===== config.mk =====
export PLATFORM = sky130hd
export DESIGN_NAME = serial_borrow_subtractor_flat
export DESIGN_NICKNAME = d
export VERILOG_FILES = /design/src/rtl/serial_borrow_subtractor_pkg.sv /design/src/rtl/serial_borrow_subtractor_if.sv /design/src/rtl/full_subtractor_cell.sv /design/src/rtl/serial_borrow_subtractor.sv /design/src/flat_wrapper.sv
export SDC_FILE = /design/constraint.sdc
export NUM_CORES = 1
export LEC_CHECK = 0
export ABC_AREA = 1
export CORE_MARGIN = 2
export CORE_UTILIZATION = 50
export DETAILED_ROUTE_END_ITERATION = 16
export GPL_ROUTABILITY_DRIVEN = 0
export PLACE_DENSITY = 0.77
export SYNTH_ARGS = -nofsm -noshare
export SYNTH_HDL_FRONTEND = slang
export SYNTH_SLANG_ARGS = --single-unit

===== constraint.sdc =====
create_clock -name clk -period 1.6 [get_ports clk]
set_input_delay 0.4 -clock clk [delete_from_list [all_inputs] [get_ports clk]]
set_output_delay 0.4 -clock clk [all_outputs]
set_load 0.03 [all_outputs]

===== src/rtl/serial_borrow_subtractor_pkg.sv =====
// serial_borrow_subtractor_pkg
// Shared definitions for the bit-serial borrow subtractor: the control FSM
// state encoding and the default operand width used by the interface and top.
package serial_borrow_subtractor_pkg;

  // Default operand/difference width in bits (must be at least 2).
  localparam int DEFAULT_WIDTH = 4;

  // Control FSM states for the serial subtractor.
  typedef enum logic [1:0] {
    IDLE  = 2'd0,
    SHIFT = 2'd1,
    DONE  = 2'd2
  } state_t;

endpackage


===== src/rtl/serial_borrow_subtractor_if.sv =====
// serial_borrow_subtractor_if
// Start/busy/done handshake plus operand and result bus of the serial
// subtractor.
//   start      request, sampled only while the subtractor is accepting
//   a, b, bin  minuend, subtrahend, borrow-in (captured on an accepted start)
//   busy       high while a subtraction is in progress
//   done       one-cycle completion pulse
//   diff, bout registered difference and borrow-out, held until next completion
// master drives the request side, slave is the subtractor itself.
interface serial_borrow_subtractor_if
  import serial_borrow_subtractor_pkg::*;
#(
  parameter int WIDTH = DEFAULT_WIDTH
);

  logic             start;
  logic [WIDTH-1:0] a;
  logic [WIDTH-1:0] b;
  logic             bin;
  logic             busy;
  logic             done;
  logic [WIDTH-1:0] diff;
  logic             bout;

  modport master (
    output start, a, b, bin,
    input  busy, done, diff, bout
  );

  modport slave (
    input  start, a, b, bin,
    output busy, done, diff, bout
  );

endinterface


===== src/rtl/full_subtractor_cell.sv =====
// full_subtractor_cell
// One-bit combinational full subtractor: computes x - y - bin.
//   x, y  operand bits
//   bin   borrow-in
//   d     difference bit
//   bout  borrow-out
module full_subtractor_cell (
  input  logic x,
  input  logic y,
  input  logic bin,
  output logic d,
  output logic bout
);

  // A borrow is generated when x=0,y=1, and propagated when x==y.
  assign d    = x ^ y ^ bin;
  assign bout = (~x & y) | (~(x ^ y) & bin);

endmodule


===== src/rtl/serial_borrow_subtractor.sv =====
// serial_borrow_subtractor
// Bit-serial subtractor: diff = (a - b - bin) mod 2^WIDTH, processed LSB first
// through a single full-subtractor cell, one bit per clock. The borrow is
// carried between bits in a flop rather than a combinational ripple chain.
//   clk    rising-edge clock
//   rst_n  asynchronous active-low reset
//   bus    slave side of the handshake/operand/result interface
// A start accepted at edge k gives busy after edge k through edge k+WIDTH and
// a one-cycle done pulse after edge k+WIDTH. diff/bout only change on done.
module serial_borrow_subtractor
  import serial_borrow_subtractor_pkg::*;
#(
  parameter int WIDTH = DEFAULT_WIDTH
) (
  input  logic                      clk,
  input  logic                      rst_n,
  serial_borrow_subtractor_if.slave bus
);

  localparam int CNT_W = $clog2(WIDTH);

  state_t           state;
  logic [WIDTH-1:0] a_sh;
  logic [WIDTH-1:0] b_sh;
  logic [WIDTH-1:0] res_sh;
  logic [WIDTH-1:0] res_next;
  logic             br;
  logic [CNT_W-1:0] count;
  logic             busy_q;
  logic             done_q;
  logic [WIDTH-1:0] diff_q;
  logic             bout_q;
  logic             cell_d;
  logic             cell_bout;

  // The single arithmetic cell always works on the current LSBs and the
  // borrow carried over from the previous bit.
  full_subtractor_cell u_cell (
    .x    (a_sh[0]),
    .y    (b_sh[0]),
    .bin  (br),
    .d    (cell_d),
    .bout (cell_bout)
  );

  // Difference bits enter from the MSB side, so after WIDTH shifts bit 0 of
  // the result has landed at position 0.
  assign res_next = {cell_d, res_sh[WIDTH-1:1]};

  // Control FSM, bit counter, operand/result shift registers and the
  // registered outputs. IDLE and DONE both accept a new start, which is what
  // lets a held start run back-to-back operations without an IDLE gap. The
  // final bit writes diff/bout straight from res_next and the cell's borrow so
  // they are valid in the same cycle done rises.
  always_ff @(posedge clk or negedge rst_n) begin
    if (!rst_n) begin
      state  <= IDLE;
      a_sh   <= '0;
      b_sh   <= '0;
      res_sh <= '0;
      br     <= 1'b0;
      count  <= '0;
      busy_q <= 1'b0;
      done_q <= 1'b0;
      diff_q <= '0;
      bout_q <= 1'b0;
    end else begin
      case (state)
        IDLE, DONE: begin
          done_q <= 1'b0;
          if (bus.start) begin
            a_sh   <= bus.a;
            b_sh   <= bus.b;
            br     <= bus.bin;
            res_sh <= '0;
            count  <= '0;
            busy_q <= 1'b1;
            state  <= SHIFT;
          end else begin
            state <= IDLE;
          end
        end
        SHIFT: begin
          res_sh <= res_next;
          a_sh   <= {1'b0, a_sh[WIDTH-1:1]};
          b_sh   <= {1'b0, b_sh[WIDTH-1:1]};
          br     <= cell_bout;
          count  <= count + CNT_W'(1);
          if (count == CNT_W'(WIDTH - 1)) begin
            diff_q <= res_next;
            bout_q <= cell_bout;
            busy_q <= 1'b0;
            done_q <= 1'b1;
            state  <= DONE;
          end
        end
        default: begin
          busy_q <= 1'b0;
          done_q <= 1'b0;
          state  <= IDLE;
        end
      endcase
    end
  end

  assign bus.busy = busy_q;
  assign bus.done = done_q;
  assign bus.diff = diff_q;
  assign bus.bout = bout_q;

endmodule

===== src/flat_wrapper.sv =====
// flat-port wrapper written by rule: the top's interface ports become plain ports
module serial_borrow_subtractor_flat import serial_borrow_subtractor_pkg::*;
#(
  parameter int WIDTH = DEFAULT_WIDTH
)
  (clk, rst_n, bus_start, bus_a, bus_b, bus_bin, bus_busy, bus_done, bus_diff, bus_bout);
  serial_borrow_subtractor_if #(.WIDTH(WIDTH)) bus_i ();
  input  logic clk;
  input  logic rst_n;
  input wire logic [$bits(bus_i.start)-1:0] bus_start;
  input wire logic [$bits(bus_i.a)-1:0] bus_a;
  input wire logic [$bits(bus_i.b)-1:0] bus_b;
  input wire logic [$bits(bus_i.bin)-1:0] bus_bin;
  output wire logic [$bits(bus_i.busy)-1:0] bus_busy;
  output wire logic [$bits(bus_i.done)-1:0] bus_done;
  output wire logic [$bits(bus_i.diff)-1:0] bus_diff;
  output wire logic [$bits(bus_i.bout)-1:0] bus_bout;
  assign bus_i.start = bus_start;
  assign bus_i.a = bus_a;
  assign bus_i.b = bus_b;
  assign bus_i.bin = bus_bin;
  assign bus_busy = bus_i.busy;
  assign bus_done = bus_i.done;
  assign bus_diff = bus_i.diff;
  assign bus_bout = bus_i.bout;
  serial_borrow_subtractor #(.WIDTH(WIDTH)) u_core (.clk(clk), .rst_n(rst_n), .bus(bus_i));
endmodule

==> impl_metrics.csv, run 1 <==
group,metric,value,unit
status,result_of_the_run,"finished clean",
cells_and_area,layout.cells.most_common,"nand2_1",
global_route,grt_pass1_wl,3470,um
place,port_buffer_count,18,
worst_setup_path,crit_cells,1,
worst_setup_path,r2r-end,"u_core.b_sh[2]",
global_route,grt_antenna_before_repair,0,
cells_and_area,final_area,0.00127,mm2
yosys,postSynthNetCount,134,
timing,timing.final.max_slew_violations,0,
timing,fmax,678,MHz
die,io_pins,19,
cells_and_area,n_fill_cell,189,
clocking,clock_tree.htree_level_count,1,
place,detailedPlace.worstSlack,41.6,ps
cells_and_area,syn2layout_area_growth,22.5,%
timing,setup_repair_after_global_routing_missed_its_margin,"no",
yosys,synth_area_leader_cell,"dfrtp_1",
timing,max_slew.worst_pin.slew,377,ps
power_and_ir_drop,p_leak,0.696,nW
yosys,post_synth_inst_count,120,
worst_setup_path,largest_delay_share_family_worst_path,"buffers and inverters",
power_and_ir_drop,power.density,2050,mW/mm2
die,rows,16,
worst_setup_path,cp_num_buf_inv,1,
worst_setup_path,worstPathCellList,"dlygate4sd2_1",
place,dp.cells,165,
yosys,netlist.area_leader.share,0.529,
yosys,synth-seq-area-share,0.529,
place,postPlaceCellArea,0.00125,mm2
power_and_ir_drop,total_design_power,2.61,mW
route,route.final.wire_length,1870,um
clocking,cts.hold.buffers_added,0,
clocking,cts_tree,"yes",
worst_hold_path,type_of_the_most_critical_hold_path,"in2async",
clocking,tritoncts.num_buffers,3,
timing,clock_skew,5.45,ps
route,vias,813,
worst_setup_path,critical_path.slowest_cell,"dlygate4sd2_1",
die,starting_density_of_the_core,0.530,
yosys,yosysWarnings,0,
route,detailedRoute.firstIterationViolations,12,
route,post-route-drc-count,0,
worst_setup_path,worst-endpoint-required,1200,ps
route,drtPass1Iterations,4,
timing,setup-violations-final,0,
timing,max_slew_headroom,0.749,
yosys,ys_ff_latch,22,
worst_setup_path,cp_slowest_stage_delay,400,ps
timing,layout_setup_ws,126,ps
flow_run,cap_violations,0,
worst_setup_path,endpoint_kind,"output pin",
clocking,skew_pair_late_insertion_delay,300,ps
global_route,grt_usage,0.185,
route,vias_per_cell,4.81,
cells_and_area,final_net_count,157,
worst_setup_path,critPathArrivalTime,1070,ps
global_route,grt_max_degree,23,
die,die_height,49.6,um
clocking,clk_pin_slew,120,ps
yosys,postSynthAreaPerCell,8.66,um2
clocking,numClockSinks,22,
clocking,postCtsSetupRepairBufs,0,
worst_setup_path,reg2reg_setup_slack,310,ps
timing,finalCritPeriodShare,0.921,
worst_setup_path,reg_to_reg_critical_path_startpoint,"u_core.state[1]",
yosys,post_synth_main_area_contributors,"dfrtp_1 53%, nand2_1 14%, inv_1 7.2%",
cells_and_area,final_layout_size_suffix_gt1_frac,0.134,
clocking,cts.root.buffer_cell,"clkbuf_4",
route,route.detailed.wl_per_inst,11.0,um
worst_setup_path,critical_path_peak_fanout,2,
cells_and_area,layout.cells.non_filler,169,
worst_setup_path,worst-setup-path-type,"reg2out",
clocking,cts-resized-gates,7,
die,die-area,0.00246,mm2
route,ant_nets,0,
worst_setup_path,critical_path.startpoint_type,"flop",
yosys,netlist_area,0.00104,mm2
cells_and_area,most_frequent_cells_in_the_layout,"39 x nand2_1, 22 x dfrtp_1, 20 x inv_1",
worst_setup_path,r2r.worst_path.cells,7,
place,detailedPlacementHpwl,1410,um
die,dieWidth,49.6,um
timing,post-route-min-period,1470,ps
yosys,ys_types,17,
clocking,clock_path_buffers,2,
cells_and_area,final_util,0.649,
timing,hold-worst-slack,440,ps
timing,report.final.hold_viol_count,0,
cells_and_area,antenna_diode_count,0,
timing,fin_tns_setup,0,ps
die,core_region_area,0.00196,mm2
worst_setup_path,critPathLaunch,"u_core.bus.busy",
global_route,first_global_vias,804,
power_and_ir_drop,vdd_drop_max,1.01,mV
global_route,grt.overflow.total,0,
-- metal layers --
metal  wire length, um  GRT usage  up-vias
met2               937      0.313       14
met5                 0          0        -
li1                  -          -      405
met4                12     0.0833        0
met3                57     0.0273        2
met1               858      0.232      392
-- power breakdown --
part | internal [mW] | switching, mW | leakage, nW | total [mW]
clock | 0.139 | 0.159 | 0.0210 | 0.298
combinational | 0.473 | 0.852 | 0.403 | 1.33
sequential | 0.820 | 0.166 | 0.273 | 0.986
total | 1.43 | 1.18 | 0.696 | 2.61
-- Yosys cell counts (all sizes together) --
cell type / count
nand2: 43
fa: 1
inv: 24
o21ai: 11
ha: 1
dfrtp: 22
a21oi: 1
nand3: 13
buf: 2
nor2: 2
-- state kept, by name, indices dropped and copies added (netlist names) --
register / cells
u_core.a_sh: 4
u_core.br: 1
u_core.bus.busy: 1
u_core.bus.diff: 4
u_core.count: 2
u_core.b_sh: 4
u_core.res_sh: 3
u_core.state: 2
u_core.bus.bout: 1
-- logic make-up after synthesis --
group / synth area share
AND/OR/NAND/NOR: 0.256
AO/OA/AOI/OAI: 0.0722
flip-flops: 0.529
adder cells (fa/ha/maj): 0.0313
buffers and inverters: 0.111
-- worst max path at each step --
stage	end
2_1_floorplan	u_core.b_sh[0]
3_3_place_gp	u_core.b_sh[2]
3_5_place_dp	u_core.b_sh[2]
4_1_cts	bus_busy
5_1_grt	bus_busy
6_report	bus_busy
-- layout make-up --
class	instances	area (um2)	share of cell area
clock buffers	4	36.3	0.0285
inverters	24	92.6	0.0727
multi-input cells	72	374	0.294
flip-flops and latches	22	551	0.432
well taps	27	33.8	0.0265
repair buffers	20	186	0.146
(Power assumes the default switching activity.)
==> inputs of run 2 (changes only) <==
--- a/config.mk
+++ b/config.mk
@@ -10,6 +10,8 @@
 export CORE_UTILIZATION = 50
 export DETAILED_ROUTE_END_ITERATION = 16
 export GPL_ROUTABILITY_DRIVEN = 0
+export HOLD_SLACK_MARGIN = 0.02
+export MAX_ROUTING_LAYER = met4
 export PLACE_DENSITY = 0.77
 export SYNTH_ARGS = -nofsm -noshare
 export SYNTH_HDL_FRONTEND = slang
==> results of run 2 <==
Final layout, timing and power as in run 1 (identical DEF).
Main changes from that run: overall routing resource usage 0.185 -> 0.190
